`src/rtl/pcie_dma_mwr_ram_rd_ctrl_if.sv`:
```
// Payload read-side bundle between the MWr TX controller, the DMA buffer RAM and the read controller.
// master = TX controller / RAM side, slave = the read controller itself.
interface pcie_dma_mwr_ram_rd_ctrl_if #(
  parameter int ADDR_WIDTH = 9
);
  logic                  dma_start;
  logic [ADDR_WIDTH-1:0] buf_base_addr;
  logic                  rd_en;
  logic [9:0]            rd_length;
  logic                  mwr_tlp_tx;
  logic                  tx_hold;
  logic                  ram_rd_en;
  logic [ADDR_WIDTH-1:0] ram_rd_addr;
  logic [127:0]          ram_rd_data;
  logic                  gen_tlp_start;
  logic [127:0]          rd_data;
  logic                  last_data;
  logic                  rd_busy;
  logic                  err_start_busy;

  modport master (
    output dma_start, buf_base_addr, rd_en, rd_length, mwr_tlp_tx, tx_hold, ram_rd_data,
    input  ram_rd_en, ram_rd_addr, gen_tlp_start, rd_data, last_data, rd_busy, err_start_busy
  );

  modport slave (
    input  dma_start, buf_base_addr, rd_en, rd_length, mwr_tlp_tx, tx_hold, ram_rd_data,
    output ram_rd_en, ram_rd_addr, gen_tlp_start, rd_data, last_data, rd_busy, err_start_busy
  );
endinterface

```
`src/rtl/pcie_dma_mwr_ram_rd_ctrl.sv`:
```
// Streams one TLP payload from the 128-bit DMA buffer RAM as beats; first RAM read 1 cycle and first beat 2 cycles
// after rd_en is seen in IDLE. Back-pressure via mwr_tlp_tx/tx_hold is absorbed by a 2-entry fall-through skid FIFO.
module pcie_dma_mwr_ram_rd_ctrl #(
  parameter int ADDR_WIDTH = 9
) (
  input logic                     clk,
  input logic                     rst,
  pcie_dma_mwr_ram_rd_ctrl_if.slave bus
);

  typedef enum logic [1:0] {
    IDLE     = 2'd0,
    READ     = 2'd1,
    WAIT_LOW = 2'd2
  } state_t;

  state_t                state;
  state_t                state_nxt;
  logic [ADDR_WIDTH-1:0] rd_ptr;
  logic [8:0]            total;
  logic [8:0]            issued;
  logic [8:0]            popped;
  logic                  in_flight;
  logic                  err_start_busy_q;

  logic [127:0]          fifo_mem [0:1];
  logic                  fifo_wr_idx;
  logic                  fifo_rd_idx;
  logic [1:0]            occ;
  logic [1:0]            occ_nxt;

  logic [10:0]           len_dw;
  logic [10:0]           len_round;
  logic [8:0]            total_nxt;
  logic                  head_vld;
  logic [127:0]          head_dat;
  logic                  head_last;
  logic                  pop;
  logic                  pop_fifo;
  logic                  push;
  logic                  last_pop;
  logic                  room;
  logic                  issue;
  logic                  abort;

  // A length field of 0 encodes the maximum 1024 DW payload.
  always_comb begin
    len_dw    = {(bus.rd_length == 10'd0), bus.rd_length};
    len_round = len_dw + 11'd3;
    total_nxt = len_round[10:2];
  end

  // The head falls through from the RAM when the FIFO is empty, so an unstalled stream costs no extra cycle.
  always_comb begin
    head_vld  = (occ != 2'd0) | in_flight;
    head_dat  = (occ != 2'd0) ? fifo_mem[fifo_rd_idx] : bus.ram_rd_data;
    head_last = head_vld & (popped == total - 9'd1);
    pop       = head_vld & bus.mwr_tlp_tx & ~bus.tx_hold;
    pop_fifo  = pop & (occ != 2'd0);
    push      = in_flight & ~(pop & (occ == 2'd0));
    last_pop  = pop & (popped == total - 9'd1);
    room      = (occ == 2'd0) | ((occ == 2'd1) & ~in_flight);
    issue     = (state == READ) & bus.rd_en & (issued < total) & room;
    abort     = (state == READ) & ~bus.rd_en & ~last_pop;
  end

  always_comb begin
    occ_nxt = occ;
    case ({push, pop_fifo})
      2'b10:   occ_nxt = occ + 2'd1;
      2'b01:   occ_nxt = occ - 2'd1;
      default: occ_nxt = occ;
    endcase
  end

  always_comb begin
    state_nxt = state;
    case (state)
      IDLE: begin
        if (bus.rd_en) state_nxt = READ;
      end
      READ: begin
        if (last_pop) begin
          state_nxt = WAIT_LOW;
        end else if (!bus.rd_en) begin
          state_nxt = IDLE;
        end
      end
      WAIT_LOW: begin
        // A level request that stays high after its TLP must not start another one.
        if (!bus.rd_en) state_nxt = IDLE;
      end
      default: state_nxt = IDLE;
    endcase
  end

  always_ff @(posedge clk) begin
    if (rst) begin
      state            <= IDLE;
      rd_ptr           <= '0;
      total            <= '0;
      issued           <= '0;
      popped           <= '0;
      in_flight        <= 1'b0;
      occ              <= 2'd0;
      fifo_wr_idx      <= 1'b0;
      fifo_rd_idx      <= 1'b0;
      err_start_busy_q <= 1'b0;
    end else begin
      state            <= state_nxt;
      err_start_busy_q <= bus.dma_start & (state != IDLE);
      case (state)
        IDLE: begin
          if (bus.dma_start) rd_ptr <= bus.buf_base_addr;
          if (bus.rd_en) begin
            total  <= total_nxt;
            issued <= '0;
            popped <= '0;
          end
        end
        READ: begin
          if (issue) begin
            rd_ptr <= rd_ptr + ADDR_WIDTH'(1);
            issued <= issued + 9'd1;
          end
          if (pop) popped <= popped + 9'd1;
        end
        default: ;
      endcase
      // An aborted TLP leaves rd_ptr at the words actually issued; buffered and returning data is dropped.
      if (abort) begin
        in_flight   <= 1'b0;
        occ         <= 2'd0;
        fifo_wr_idx <= 1'b0;
        fifo_rd_idx <= 1'b0;
      end else begin
        in_flight <= issue;
        occ       <= occ_nxt;
        if (push)     fifo_wr_idx <= ~fifo_wr_idx;
        if (pop_fifo) fifo_rd_idx <= ~fifo_rd_idx;
      end
    end
  end

  always_ff @(posedge clk) begin
    if (push) fifo_mem[fifo_wr_idx] <= bus.ram_rd_data;
  end

  assign bus.ram_rd_en      = issue;
  assign bus.ram_rd_addr    = issue ? rd_ptr : '0;
  assign bus.gen_tlp_start  = head_vld;
  assign bus.rd_data        = head_vld ? head_dat : '0;
  assign bus.last_data      = head_last;
  assign bus.rd_busy        = (state != IDLE);
  assign bus.err_start_busy = err_start_busy_q;

  a_fifo_no_overflow: assert property (@(posedge clk) disable iff (rst)
    !(push && !pop_fifo && occ == 2'd2));

endmodule
```
`src/flat_wrapper.sv`:
```
// flat-port wrapper written by rule: the top's interface ports become plain ports
module pcie_dma_mwr_ram_rd_ctrl_flat 
#(
  parameter int ADDR_WIDTH = 9
)
  (clk, rst, bus_dma_start, bus_buf_base_addr, bus_rd_en, bus_rd_length, bus_mwr_tlp_tx, bus_tx_hold, bus_ram_rd_data, bus_ram_rd_en, bus_ram_rd_addr, bus_gen_tlp_start, bus_rd_data, bus_last_data, bus_rd_busy, bus_err_start_busy);
  pcie_dma_mwr_ram_rd_ctrl_if #(.ADDR_WIDTH(ADDR_WIDTH)) bus_i ();
  input logic clk;
  input logic rst;
  input wire logic [$bits(bus_i.dma_start)-1:0] bus_dma_start;
  input wire logic [$bits(bus_i.buf_base_addr)-1:0] bus_buf_base_addr;
  input wire logic [$bits(bus_i.rd_en)-1:0] bus_rd_en;
  input wire logic [$bits(bus_i.rd_length)-1:0] bus_rd_length;
  input wire logic [$bits(bus_i.mwr_tlp_tx)-1:0] bus_mwr_tlp_tx;
  input wire logic [$bits(bus_i.tx_hold)-1:0] bus_tx_hold;
  input wire logic [$bits(bus_i.ram_rd_data)-1:0] bus_ram_rd_data;
  output wire logic [$bits(bus_i.ram_rd_en)-1:0] bus_ram_rd_en;
  output wire logic [$bits(bus_i.ram_rd_addr)-1:0] bus_ram_rd_addr;
  output wire logic [$bits(bus_i.gen_tlp_start)-1:0] bus_gen_tlp_start;
  output wire logic [$bits(bus_i.rd_data)-1:0] bus_rd_data;
  output wire logic [$bits(bus_i.last_data)-1:0] bus_last_data;
  output wire logic [$bits(bus_i.rd_busy)-1:0] bus_rd_busy;
  output wire logic [$bits(bus_i.err_start_busy)-1:0] bus_err_start_busy;
  assign bus_i.dma_start = bus_dma_start;
  assign bus_i.buf_base_addr = bus_buf_base_addr;
  assign bus_i.rd_en = bus_rd_en;
  assign bus_i.rd_length = bus_rd_length;
  assign bus_i.mwr_tlp_tx = bus_mwr_tlp_tx;
  assign bus_i.tx_hold = bus_tx_hold;
  assign bus_i.ram_rd_data = bus_ram_rd_data;
  assign bus_ram_rd_en = bus_i.ram_rd_en;
  assign bus_ram_rd_addr = bus_i.ram_rd_addr;
  assign bus_gen_tlp_start = bus_i.gen_tlp_start;
  assign bus_rd_data = bus_i.rd_data;
  assign bus_last_data = bus_i.last_data;
  assign bus_rd_busy = bus_i.rd_busy;
  assign bus_err_start_busy = bus_i.err_start_busy;
  pcie_dma_mwr_ram_rd_ctrl #(.ADDR_WIDTH(ADDR_WIDTH)) u_core (.clk(clk), .rst(rst), .bus(bus_i));
endmodule
```
`config.mk`:
```
export PLATFORM = sky130hd
export DESIGN_NAME = pcie_dma_mwr_ram_rd_ctrl_flat
export DESIGN_NICKNAME = d
export VERILOG_FILES = /design/src/rtl/pcie_dma_mwr_ram_rd_ctrl_if.sv /design/src/rtl/pcie_dma_mwr_ram_rd_ctrl.sv /design/src/flat_wrapper.sv
export SDC_FILE = /design/constraint.sdc
export NUM_CORES = 1
export LEC_CHECK = 0
export BUFFER_PORTS_ARGS = -buffer_cell sky130_fd_sc_hd__buf_4
export CELL_PAD_IN_SITES_DETAIL_PLACEMENT = 0
export CELL_PAD_IN_SITES_GLOBAL_PLACEMENT = 1
export CORE_ASPECT_RATIO = 1.5
export CORE_MARGIN = 2
export CORE_UTILIZATION = 40
export CTS_BUF_LIST = sky130_fd_sc_hd__clkbuf_4 sky130_fd_sc_hd__clkbuf_8
export DETAILED_ROUTE_END_ITERATION = 8
export PLACE_DENSITY_LB_ADDON = 0.2
export SYNTH_ARGS = -nofsm -noshare
export SYNTH_HDL_FRONTEND = slang
export SYNTH_SLANG_ARGS = --single-unit
```
`constraint.sdc`:
```
create_clock -name clk -period 8.05 [get_ports clk]
set_input_delay 1.2075 -clock clk [delete_from_list [all_inputs] [get_ports clk]]
set_output_delay 1.2075 -clock clk [all_outputs]
set_load 0.05 [all_outputs]
```
### Word-level counts from Yosys, hierarchy flattened

Memories as Yosys holds them, arrays and structs flattened. A register that Yosys moved wholly into a read port is not among the register bits.
Cells that the tools add are included.

| storage, ports and cells | value |
|---|---|
| flip-flop bits (word level) | 44 |
| logic and storage cells | 84 |
| memories | 1 |
| memory bits (writable) | 256 |
| bits of input ports | 153 |
| output and inout bits | 142 |

Memories:

| memory | depth | width | rd ports | clocked after memory_dff | write ports | RTL line | text |
|---|---|---|---|---|---|---|---|
| u_core.fifo_mem | 2 | 128 | 1 | 1 | 1 | pcie_dma_mwr_ram_rd_ctrl.sv:26 | `logic [127:0] fifo_mem [0:1];` |

| cells by class | value |
|---|---|
| bitwise logic cells | 23 |
| equal/unequal tests | 10 |
| order comparisons | 1 |
| multiplexer cells | 20 |
| add/sub/neg operators | 7 |
| reductions and logical operators | 12 |

Operator list:

| operator | number |
|---|---|
| 2-to-1 mux 128 bit | 2 |
| 2-to-1 mux 9 bit | 6 |
| case mux 9 bit (2 select lines) | 3 |
| adder 9 x 1 -> 9 bit, second input constant | 3 |
| bitwise AND 1 bit | 14 |
| adder 11 x 2 -> 11 bit, second input constant | 1 |
| logical NOT 10 bit | 1 |
| == test 9 bit | 1 |
| less-than comparator 9 bit | 1 |
| AND reduction 3 bit | 3 |
| subtractor 9 x 1 -> 9 bit, second input constant | 1 |
| nonzero test 2 bit | 4 |
| inverter 1 bit | 7 |
| == test 2 x 1 -> 1 bit, second input constant | 3 |
| 2-to-1 mux 2 bit | 3 |
| case mux 2 bit (3 select lines) | 1 |
| == test 2 bit, second input constant | 2 |
| logical NOT 2 bit | 2 |
| 2-to-1 mux 1 bit | 4 |
| != test 2 x 1 -> 1 bit, second input constant | 2 |
| != test 2 bit, second input constant | 2 |
| case mux 2 bit (2 select lines) | 1 |
| adder 2 x 1 -> 2 bit, second input constant | 1 |
| OR 1 bit | 2 |
| other kinds (3) | 3 |

### Longest topological paths before layout

| depth | value |
|---|---|
| depth in word-level cells | 9 |
| mapped depth | 10 |
| mapped depth without buffers | 9 |

### Worst setup path after synthesis

OpenSTA, ideal clock, no wires.

| timing | value |
|---|---|
| kind | input to register |
| from | input bus_tx_hold |
| to | memory u_core.fifo_mem[0][0] (enable) |
| data arrival time | 6925 ps |
| path slack | 508 ps |
| stages | 4 |
| required time | 7433 ps |
| path buffers | 0 |
| setup time | 617 ps |
| path through | and2b_1 -> nand2_1 -> nand2_1 -> nor2_1 |

| between the ends | value |
|---|---|
| longest elaborated chain between the ends | 7 |

Ends and longest elaborated chain:

| what | RTL line | text |
|---|---|---|
| start, declared | flat_wrapper.sv:15 | `input wire logic [$bits(bus_i.tx_hold)-1:0] bus_tx_hold;` |
| inverter 1 bit | pcie_dma_mwr_ram_rd_ctrl.sv:58 | `pop = head_vld & bus.mwr_tlp_tx & ~bus.tx_hold;` |
| bitwise AND 1 bit | pcie_dma_mwr_ram_rd_ctrl.sv:58 |  |
| bitwise AND 1 bit | pcie_dma_mwr_ram_rd_ctrl.sv:60 | `push = in_flight & ~(pop & (occ == 2'd0));` |
| inverter 1 bit | pcie_dma_mwr_ram_rd_ctrl.sv:60 |  |
| bitwise AND 1 bit | pcie_dma_mwr_ram_rd_ctrl.sv:60 |  |
| 2-to-1 mux 1 bit | pcie_dma_mwr_ram_rd_ctrl.sv:146 | `if (push) fifo_mem[fifo_wr_idx] <= bus.ram_rd_data;` |
| 2-to-1 mux 1 bit (implied by the code) | pcie_dma_mwr_ram_rd_ctrl.sv:146 |  |
| end, declared | pcie_dma_mwr_ram_rd_ctrl.sv:26 |  |

Every way passes these cells.

### Final worst setup path

| timing | value |
|---|---|
| from | register u_core.occ[0] |
| to | output bus_rd_data[37] |

| between the ends | value |
|---|---|
| longest elaborated chain between the ends | 3 |
| elaborated cells on any way between the ends | 4 |
| classes of those cells | mux (2); bitwise (1); reduce/logical (1) |

Ends and longest elaborated chain:

| what | RTL line | text |
|---|---|---|
| start, declared | pcie_dma_mwr_ram_rd_ctrl.sv:29 | `logic [1:0] occ;` |
| start signal, assigned | pcie_dma_mwr_ram_rd_ctrl.sv:138 | `occ <= occ_nxt;` |
| nonzero test 2 bit * | pcie_dma_mwr_ram_rd_ctrl.sv:55, pcie_dma_mwr_ram_rd_ctrl.sv:56 |  |
| 2-to-1 mux 128 bit / OR 1 bit (equally long branches) | pcie_dma_mwr_ram_rd_ctrl.sv:56, pcie_dma_mwr_ram_rd_ctrl.sv:55 |  |
| 2-to-1 mux 128 bit * | pcie_dma_mwr_ram_rd_ctrl.sv:152 | `assign bus.rd_data = head_vld ? head_dat : '0;` |
| end, declared | flat_wrapper.sv:20 | `output wire logic [$bits(bus_i.rd_data)-1:0] bus_rd_data;` |

Every way passes the cells marked *; elsewhere a longest branch is shown, timed or not.

==> flow_metrics.env <==
export IMPL_max_freq_mhz=211
export IMPL_criticalPathCategory="reg -> out"
export IMPL_layout_cells_non_filler=1759
export IMPL_drc_errors=0
export IMPL_fin_crit_ps=4730
export IMPL_synth_edf_count=256
export IMPL_seqCellArea_um2=8590
export IMPL_synth_async_reset_ratio=0
export IMPL_hp_class="reg -> reg"
export IMPL_core_area_um2=31900
export IMPL_path_clk_slew_ps=60
export IMPL_yosys_area_top_type="edfxtp_1"
export IMPL_rows=80
export IMPL_nFillCells=2915
export IMPL_setup_violations=0
export IMPL_cts_tree="done"
export IMPL_slew_headroom=0.232
export IMPL_peakVddDrop_uv=119
export IMPL_antenna_found_initial=1
export IMPL_wire_per_inst_um=19.0
export IMPL_grt_overflow_total=0
export IMPL_die_y_um=225
export IMPL_fin_tns_setup_ps=0
export IMPL_outcome="complete, no violations"
export IMPL_syn_inst=1018
export IMPL_crit_required_ps=6840
export IMPL_first_global_vias=8761
export IMPL_seq_area_frac_synth=0.661
export IMPL_crit_arrival_ps=3530
export IMPL_area_delta_synth_final_pct=27.0
export IMPL_numCtsBuffers=47
export IMPL_slew_viol_final=0
export IMPL_ios=295
export IMPL_post_route_period_util=0.588
export IMPL_hold_viol=0
export IMPL_via_count=8940
export IMPL_fin_nets=1484
export IMPL_syn_nets=1186
export IMPL_yosys_warnings=0
export IMPL_multi_input_area_um2=4180
export IMPL_die_area_um2=34000
export IMPL_detail_route_vias_per_cell=5.08
export IMPL_htreeDepth=2
export IMPL_first_pass_iters=5
export IMPL_syn_mean_instance_area_um2=12.8
export IMPL_ant_nets=0
export IMPL_yosysMostFrequentCell="edfxtp_1"
export IMPL_first_iter_violations=451
export IMPL_syn_area_um2=13000
export IMPL_grtUsageTotal=0.190
export IMPL_worst_pin_slew_ps=1150
export IMPL_p_leak_nw=5.92
export IMPL_synth_top_area_frac=0.592
export IMPL_wirelength_um=33400
export IMPL_cts_root_buf="clkbuf_8"
export IMPL_drive_gt1_frac=0.288
export IMPL_grt_pass1_wl_um=49100
export IMPL_synth_area_leaders="edfxtp_1 (59%), mux2i_1 (10%), dfxtp_1 (6.9%)"
export IMPL_rrSetupSlack_ps=4740
export IMPL_cts_setup_buffers=0
export IMPL_cp_end_kind="primary output"
export IMPL_power_density_nw_per_um2=199
export IMPL_grt_max_degree=113
export IMPL_numClockSinks=301
export IMPL_dp_hpwl_um=22100
export IMPL_clk_latency_ps=570
export IMPL_synth_seq_cells=301
export IMPL_diodes=0
export IMPL_dpl_cell_count=1677
export IMPL_die_width_um=151
export IMPL_clockBufferDepth=3
export IMPL_ys_top_cells_by_count="edfxtp_1 (256), nand2_1 (149), o21ai_0 (138), mux2i_1 (130), clkbuf_1 (50)"
export IMPL_place_congestion=0.785
export IMPL_crit_path_max_fanout=90
export IMPL_synth_flop_cell="edfxtp_1"
export IMPL_cts_hold_buf=0
export IMPL_cp_start_kind="flip-flop"
export IMPL_rsz0062_at_grt="false"
export IMPL_ys_types=46
export IMPL_port_buffers=294
export IMPL_initial_core_util=0.407
export IMPL_finalClockSkew_ps=19.8
export IMPL_maxCapViolCount=0
export IMPL_cts_repair_resized=0
## cells by family (layout without fill, tap and decap cells)
family,Yosys count,after routing,share of synthesized area
AOI/OAI and AO/OA,191,191,0.0825
xor gates and xnor gates,35,35,0.0236
adders and majority gates,15,15,0.0144
buffers and inverters,68,399,0.0196
DFF,301,301,0.661
muxes,131,131,0.101
and+or+nand+nor,277,277,0.0977
## through the flow
stage | hold slack, ps | power, mW | instance area [um^2] | worst slack, ps | utilization
after floorplan | 462 | 1.94 | 13000 | 508 | -
after global routing | 550 | 3.41 | 16500 | 3010 | 0.517
after detailed placement | 496 | 2.09 | 15600 | 3740 | 0.489
after CTS | 503 | 3.33 | 16500 | 3120 | 0.517
final | 505 | 3.28 | 16500 | 3320 | 0.517
after global placement | 481 | 2.09 | 15600 | 3750 | 0.489
## flip-flops by register name, indices dropped and copies added, names as in the netlist, named ones only
| name | flops |
|---|---|
| u_core.fifo_mem | 256 |
| u_core.issued | 9 |
| u_core.popped | 9 |
| u_core.rd_ptr | 9 |
| u_core.total | 9 |
| u_core.occ | 2 |
| u_core.state | 2 |
| u_core.bus.err_start_busy | 1 |
| u_core.fifo_rd_idx | 1 |
| u_core.fifo_wr_idx | 1 |
| u_core.in_flight | 1 |
## power by group
| part | switching, mW | total (mW) | internal (mW) | leakage (nW) |
|---|---|---|---|---|
| clock | 0.568 | 1.22 | 0.656 | 0.466 |
| combinational | 0.214 | 0.335 | 0.121 | 2.78 |
| sequential | 0.0113 | 1.72 | 1.71 | 2.67 |
| total | 0.793 | 3.28 | 2.49 | 5.92 |
## final timing paths
path / start / endpoint / cells past startpoint
worst max-delay path: u_core.occ[0] / bus_rd_data[37] / 7
worst min register to register: u_core.rd_ptr[8] / u_core.rd_ptr[8] / 2
worst max register to register: u_core.occ[0] / u_core.fifo_mem[0][73] / 7
worst min-delay path: u_core.rd_ptr[8] / u_core.rd_ptr[8] / 2
## worst max-delay path, stage by stage (launching register included)
cell,delay (ps)
dfxtp_1,330
inv_1,100
ha_4,590
and2_4,950
buf_4,520
nand2_1,90
o21ai_0,110
buf_4,250
## placed cells by master, fill, tap and decap left out, types with 7 or more instances in the layout
master / instances
nand3_1: 15
ha_1: 14
and3_1: 20
mux2i_1: 130
xnor2_1: 11
edfxtp_1: 256
clkbuf_8: 49
nand4_1: 10
nor3_1: 7
a21oi_1: 18
inv_1: 15
nor2_1: 38
nor2b_1: 8
xor2_1: 24
clkbuf_4: 14
dfxtp_1: 44
clkinv_1: 15
o21ai_0: 138
nand2_1: 149
o22ai_1: 8
buf_4: 301
## area by class of cell
type | count | area share
Sequential cell | 301 | 0.521
Multi-Input combinational cell | 649 | 0.253
Timing Repair Buffer | 302 | 0.138
Clock buffer | 63 | 0.0472
Tap cell | 410 | 0.0311
Clock inverter | 19 | 0.00614
Inverter | 15 | 0.00341
## routing by layer
metal / vias up / wire length, um / GRT usage
met3: 43 / 1860 / 0.0387
li1: 4344 / - / -
met4: 2 / 655 / 0.0567
met1: 4312 / 12400 / 0.209
met2: 239 / 18500 / 0.362
met5: - / 16 / 0
Power figures use the tool's default switching activity.
